--- src/rtl/regfile_wb_arbiter.sv ---
// regfile_wb_arbiter: arbitrates two writeback requesters (ALU = req0, load = req1)
// onto the single register-file write port WE3/A3/WD3.
// Default build: fixed priority for req0, with a starvation guard that
// hands priority to req1 after STARVE_MAX consecutive losses.
// Define REGFILE_WB_RR_ARB_EN to select round-robin arbitration instead.
// In round-robin builds the loss counter is not built and starved is tied to 0.
module regfile_wb_arbiter #(
  parameter int DATA_W     = 32,
  parameter int ADDR_W     = 5,
  parameter int STARVE_MAX = 3
) (
  input  logic              CLK,
  input  logic              CLR,
  input  logic              req0_valid,
  input  logic [ADDR_W-1:0] req0_addr,
  input  logic [DATA_W-1:0] req0_data,
  output logic              req0_ready,
  input  logic              req1_valid,
  input  logic [ADDR_W-1:0] req1_addr,
  input  logic [DATA_W-1:0] req1_data,
  output logic              req1_ready,
  output logic              WE3,
  output logic [ADDR_W-1:0] A3,
  output logic [DATA_W-1:0] WD3,
  output logic              starved
);

  // The loss counter saturates at its 4-bit maximum instead of wrapping.
  // A wrap would silently drop starvation after 16 losses.
  function automatic logic [3:0] sat_inc4(input logic [3:0] v);
    return (v == 4'hF) ? v : v + 4'd1;
  endfunction

  logic              gnt0_p0;
  logic              gnt1_p0;
  logic              vld_p0;
  logic [ADDR_W-1:0] addr_p0;
  logic [DATA_W-1:0] data_p0;

`ifdef REGFILE_WB_RR_ARB_EN
  // prio_ptr names the requester that wins the next contention.
  // It flips away from whoever was granted last, so the last winner yields.
  logic prio_ptr;
`else
  localparam logic [3:0] STARVE_LIM = 4'(STARVE_MAX);
  logic [3:0] loss_cnt;
  logic [3:0] loss_cnt_nxt;
`endif

  // ---- stage p0: combinational grant and writeback select ----
  // Grant: a lone requester always wins.
  // On contention, the mode-specific rule picks the winner.
  // No grant is given while CLR is high.
  always_comb begin
    gnt0_p0 = 1'b0;
    gnt1_p0 = 1'b0;
    if (!CLR) begin
      if (req0_valid && req1_valid) begin
`ifdef REGFILE_WB_RR_ARB_EN
        gnt1_p0 = prio_ptr;
        gnt0_p0 = !prio_ptr;
`else
        gnt1_p0 = starved;
        gnt0_p0 = !starved;
`endif
      end else begin
        gnt0_p0 = req0_valid;
        gnt1_p0 = req1_valid;
      end
    end
  end

  assign req0_ready = gnt0_p0;
  assign req1_ready = gnt1_p0;
  assign vld_p0     = gnt0_p0 | gnt1_p0;
  assign addr_p0    = gnt1_p0 ? req1_addr : req0_addr;
  assign data_p0    = gnt1_p0 ? req1_data : req0_data;

`ifdef REGFILE_WB_RR_ARB_EN
  assign starved = 1'b0;

  // Round-robin pointer: move priority to the other requester after every grant.
  always_ff @(posedge CLK or posedge CLR) begin
    if (CLR) begin
      prio_ptr <= 1'b0;
    end else if (gnt0_p0) begin
      prio_ptr <= 1'b1;
    end else if (gnt1_p0) begin
      prio_ptr <= 1'b0;
    end
  end
`else
  // Next loss count: req1 loses when it waits while req0 is granted.
  // The count clears when req1 is served or has nothing pending.
  always_comb begin
    loss_cnt_nxt = loss_cnt;
    if (req1_valid && gnt0_p0) begin
      loss_cnt_nxt = sat_inc4(loss_cnt);
    end else if (gnt1_p0 || !req1_valid) begin
      loss_cnt_nxt = 4'd0;
    end
  end

  // Starvation guard.
  // starved is registered from the next count, so it is high in the cycle
  // right after the limit-th loss. It drops once req1 is granted.
  always_ff @(posedge CLK or posedge CLR) begin
    if (CLR) begin
      loss_cnt <= 4'd0;
      starved  <= 1'b0;
    end else begin
      loss_cnt <= loss_cnt_nxt;
      starved  <= (loss_cnt_nxt >= STARVE_LIM);
    end
  end
`endif

  // ---- stage p1: registered register-file write port ----
  // Writeback register.
  // WE3 pulses for one cycle per accepted non-zero address.
  // A3/WD3 hold their values when nothing is accepted.
  // Writes to address 0 are consumed but never enabled.
  always_ff @(posedge CLK or posedge CLR) begin
    if (CLR) begin
      WE3 <= 1'b0;
      A3  <= '0;
      WD3 <= '0;
    end else begin
      WE3 <= vld_p0 && (addr_p0 != '0);
      if (vld_p0) begin
        A3  <= addr_p0;
        WD3 <= data_p0;
      end
    end
  end

endmodule
--- config.mk ---
export PLATFORM = sky130hd
export DESIGN_NAME = regfile_wb_arbiter
export DESIGN_NICKNAME = d
export VERILOG_FILES = /design/src/rtl/regfile_wb_arbiter.sv
export SDC_FILE = /design/constraint.sdc
export NUM_CORES = 1
export LEC_CHECK = 0
export ABC_AREA = 1
export CORE_MARGIN = 2
export CORE_UTILIZATION = 30
export CTS_BUF_LIST = sky130_fd_sc_hd__clkbuf_2 sky130_fd_sc_hd__clkbuf_4 sky130_fd_sc_hd__clkbuf_8
export CTS_CLUSTER_SIZE = 12
export DETAILED_ROUTE_END_ITERATION = 8
export PLACE_DENSITY = 0.69
export SLEW_MARGIN = 20
export SYNTH_ARGS = -nofsm -noshare
export SYNTH_HDL_FRONTEND = slang
export SYNTH_SLANG_ARGS = --single-unit
--- constraint.sdc ---
create_clock -name CLK -period 1.8 [get_ports CLK]
set_input_delay 0.18 -clock CLK [delete_from_list [all_inputs] [get_ports CLK]]
set_output_delay 0.18 -clock CLK [all_outputs]
set_load 0.005 [all_outputs]
# After elaboration in Yosys (flattened, before gate mapping)
# Cells that the tools add are included.
# W data, S select, Z words.
word_totals:
  latchBits: 0
  mem_count: 0
  elab_cells: 25
  ram_bits: 0
  reg_bits: 43
  mem_bits_ro: 0
op_classes:
  shift: 0
  n_mul: 0
  reduce_logical: 7
  n_mux: 9
  order_cmp: 1
  eq_ne: 1
  add_sub_neg: 1
  div: 0
  bitwise: 1
op_table:
  columns: ["operator", "n"]
  rows:
  - ["$mux W32", 1]
  - ["$mux W4", 3]
  - ["$mux W5", 1]
  - ["$reduce_bool A5 Y1", 1]
  - ["$add A4 B1 Y4 const B", 1]
  - ["$eq A4 B4 Y1 const B", 1]
  - ["$ge A4 B2 Y1 const B", 1]
  - ["$mux W1", 4]
  - ["$logic_and A1 B1 Y1", 3]
  - ["$logic_not A1 Y1", 2]
  - ["$logic_or A1 B1 Y1", 1]
  - ["$or A1 B1 Y1", 1]

# Longest topological paths before layout
logic_depth:
  word_depth: 7
  ltp_mapped: 10
  mapped_depth_nobuf: 9

# Worst setup path before layout
# No wires, ideal clock.
synth_timing:
  path_kind: "input port to flip-flop"
  start: "input port CLR"
  end: "register A3[4]"
  path_slack_ns: 0.296
  setup_ns: 0.082
  cell_stages: 6
  path_buffers: 1
  arrival_ns: 1.422
  cell_sequence: "inv_2 nand2_1 nand2_1 clkbuf_1 nor2_1 a31oi_1"
synth_via:
  elab_chain_cells: 2
  elab_cells_between_ends: 4
  classes_between: "mux (3); bitwise (1)"
synth_lines:
  columns: ["item", "line_no", "source"]
  rows:
  - ["start: declaration", "13", "input logic CLR,"]
  - ["$mux W1", "57", "if (!CLR) begin"]
  - ["$mux W5 / $or A1 B1 Y1 (equally long branches)", "76, 75", null]
  - ["end signal: assignment", "131", "A3 <= addr_p0;"]
  - ["end: declaration", "23", "output logic [ADDR_W-1:0] A3,"]
# Several ways; a longest one is shown, not always the timed one.
# A chain may end at the register's enable or synchronous reset.

# Worst setup path after layout
layout_timing:
  start: "input port req1_valid"
  end: "output port req1_ready"
layout_via:
  elab_chain_cells: 3
layout_lines:
  columns: ["item", "line_no", "source"]
  rows:
  - ["start: declaration", "18", "input logic req1_valid,"]
  - ["$logic_and A1 B1 Y1", "58", "if (req0_valid && req1_valid) begin"]
  - ["$mux W1 *", "58", null]
  - ["$mux W1 *", "57", null]
  - ["end: declaration", "21", "output logic req1_ready,"]
# Mark *: on every way between the ends. The rest lies on a longest branch, timed or not.

==> flow_metrics.env <==
export IMPL_io_pins=119
export IMPL_crit_path_start="req1_valid"
export IMPL_syn_to_final_growth_pct=65.4
export IMPL_setup_tns_final_ns=0
export IMPL_skew_ns=0.00462
export IMPL_fin_crit_ns=1.69
export IMPL_reg2reg_slack_ns=0.43
export IMPL_cts_root_buf="clkbuf_8"
export IMPL_nets=457
export IMPL_synthCells=258
export IMPL_crit_path_start_kind="primary input"
export IMPL_synth_top_family_by_area="simple AND/OR/NAND/NOR gates"
export IMPL_final_cell_mix="clkdlybuf4s50_1 (117), nand2_1 (86), dfrtp_1 (43), nor2_1 (43), a31oi_1 (36)"
export IMPL_place_gp_congestion=0.768
export IMPL_worst_r2r_path_depth=8
export IMPL_worst_pin_slew_ns=0.317
export IMPL_grt_ovfl_total=0
export IMPL_synth_cell_type_count=18
export IMPL_die_height_um=87.7
export IMPL_rsz0062_at_grt="false"
export IMPL_syn_nets=337
export IMPL_drtAntennaViolNets=0
export IMPL_synth_seq_area_share_pct=51.2
export IMPL_status="finished clean"
export IMPL_grt_max_degree=44
export IMPL_postSynthAreaPerCell_um2=8.15
export IMPL_dpl_cell_count=467
export IMPL_worstHoldPathType="in2async"
export IMPL_grt_pass1_wl_mm=9.69
export IMPL_yosys_area_share_simple_pct=27.6
export IMPL_dp_hpwl_mm=4.42
export IMPL_slowest_delay_ns=0.50
export IMPL_p_per_area_nw_per_um2=714
export IMPL_row_count=30
export IMPL_power_leakage_nw=1.50
export IMPL_start_util_pct=31.0
export IMPL_maxCapViolCount=0
export IMPL_yosysWarnings=0
export IMPL_post_synth_mux_area_share_pct=0
export IMPL_grtUsageTotal_pct=16.0
export IMPL_mostFrequentLayoutCell="clkdlybuf4s50_1"
export IMPL_cp_slowest_cell="clkdlybuf4s50_1"
export IMPL_drcViolationCount=0
export IMPL_crit_chain="clkdlybuf4s50_1 > inv_2 > nor2_4 > nand2_2 > inv_2 > clkdlybuf4s50_1"
export IMPL_cts_tree="built"
export IMPL_setup_viol=0
export IMPL_clk_latency_ns=0.29
export IMPL_max_vdd_ir_drop_mv=0.305
export IMPL_report_final_hold_viol_count=0
export IMPL_clkSinkCount=43
export IMPL_clkTransAtPathRegs_ns=0.08
export IMPL_htreeDepth=2
export IMPL_rr_startpoint="starved"
export IMPL_path_class="in2out"
export IMPL_vias=2162
export IMPL_fin_cells=474
export IMPL_io_buffers=118
export IMPL_worstReg2RegEnd="starved"
export IMPL_antennaDiodeCount=0
export IMPL_cp_end_kind="output pin"
export IMPL_first_pass_iters=4
export IMPL_synthesis_area_um2=2100
export IMPL_cts_buffers=5
export IMPL_drive_gt1_share_pct=6.61
export IMPL_max_slew_margin_pct=78.7
export IMPL_dieWidth_um=87.7
export IMPL_synth_xor_area_share_pct=0
export IMPL_wl_mm=6.00
export IMPL_required_ns=1.62
export IMPL_drt_initial_drc_count=89
export IMPL_post_route_period_util_pct=93.9
export IMPL_synth_fa_ha_area_share_pct=0.595
export IMPL_viasPerCell=4.56
export IMPL_synth_compound_area_share_pct=12.6
export IMPL_die_area_um2=7700
export IMPL_post_cts_resized=0
export IMPL_timing_fmax_ghz=0.592
export IMPL_worstPathArrival_ns=1.51
export IMPL_clockBufferDepth=2
export IMPL_fin_util_pct=51.2
export IMPL_antenna_found_initial=0
export IMPL_cts_setup_buffers=0
export IMPL_cp_max_fo=3
export IMPL_slew_viol_final=0
export IMPL_grt_pass1_vias=2158
export IMPL_ctsHoldBuffers=0
export IMPL_wl_per_cell_um=12.7
export IMPL_ys_seq_elements=43
export IMPL_coreArea_um2=6790
-- metal layers --
layer  GRT usage, %  share of wire (%)  vias up
met5              0                  0        -
met1           18.5                 43      989
met4           5.59                1.1        0
li1               -                  -     1088
met3           4.15                6.4        6
met2           28.6                 50       79
-- Yosys cell counts --
library cell  instances  area share (%)
a21oi_1               2            0.48
a31oi_1              36              11
buf_4                 8             2.9
buf_6                 6             3.2
clkbuf_1              1            0.18
dfrtp_1              43              51
ha_1                  1            0.59
inv_1                 7             1.2
inv_2                 3            0.54
nand2_1              87              16
nand2_2               3            0.89
nand3_1              10             2.4
nand4_1               2            0.59
nor2_1               43             7.7
nor2_4                1            0.54
o211ai_1              1            0.36
o21ai_0               3            0.71
o31ai_1               1            0.36
-- worst max path at each step --
stage                  to  slack (ns)
6_report       req1_ready        0.11
5_1_grt        req1_ready        0.03
4_1_cts        req1_ready        0.03
3_5_place_dp      starved        0.03
3_3_place_gp   req1_ready        0.06
2_1_floorplan       A3[4]        0.30
-- worst max-delay path: cells and delay by family --
family	cells	cell delay, ns
buf+inv	4	1.14
simple gates	2	0.19
-- power breakdown --
| part | internal (mW) | switching [mW] | total [mW] |
|---|---|---|---|
| clock network | 0.301 | 0.314 | 0.615 |
| logic | 0.459 | 0.260 | 0.719 |
| registers | 1.09 | 0.0642 | 1.15 |
-- area by class of cell --
cell class | instances | area (um^2)
repair buffers | 128 | 1300
multi-input cells | 190 | 861
flip-flops and latches | 43 | 1080
clock inverters | 1 | 5.00
clock buffers | 6 | 82.6
fillers | 671 | 3320
well taps | 96 | 120
inverters | 10 | 37.5
-- per-stage QoR --
stage	cell area [um^2]	hold slack [ns]	total power, mW	setup WS (ns)
finish	3480	0.101	2.48	0.110
global route	3480	0.130	2.65	0.0270
CTS	3480	0.436	2.53	0.0341
detailed placement	3390	0.480	1.90	0.0336
global placement	3390	0.471	1.89	0.0633
floorplan	2100	0.200	1.42	0.296
-- kinds of logic (layout without fill, tap and decap cells) --
kind of cell / Yosys count / in the layout
buf+inv: 25 / 145
fa+ha+maj: 1 / 1
flops: 43 / 43
compound gates: 43 / 43
simple gates: 146 / 146
-- sequential cells by signal, indices dropped and copies added (netlist names) --
name,cells
WD3,32
A3,5
loss_cnt,4
WE3,1
starved,1
Note: power is estimated with default switching activity, not from simulation.
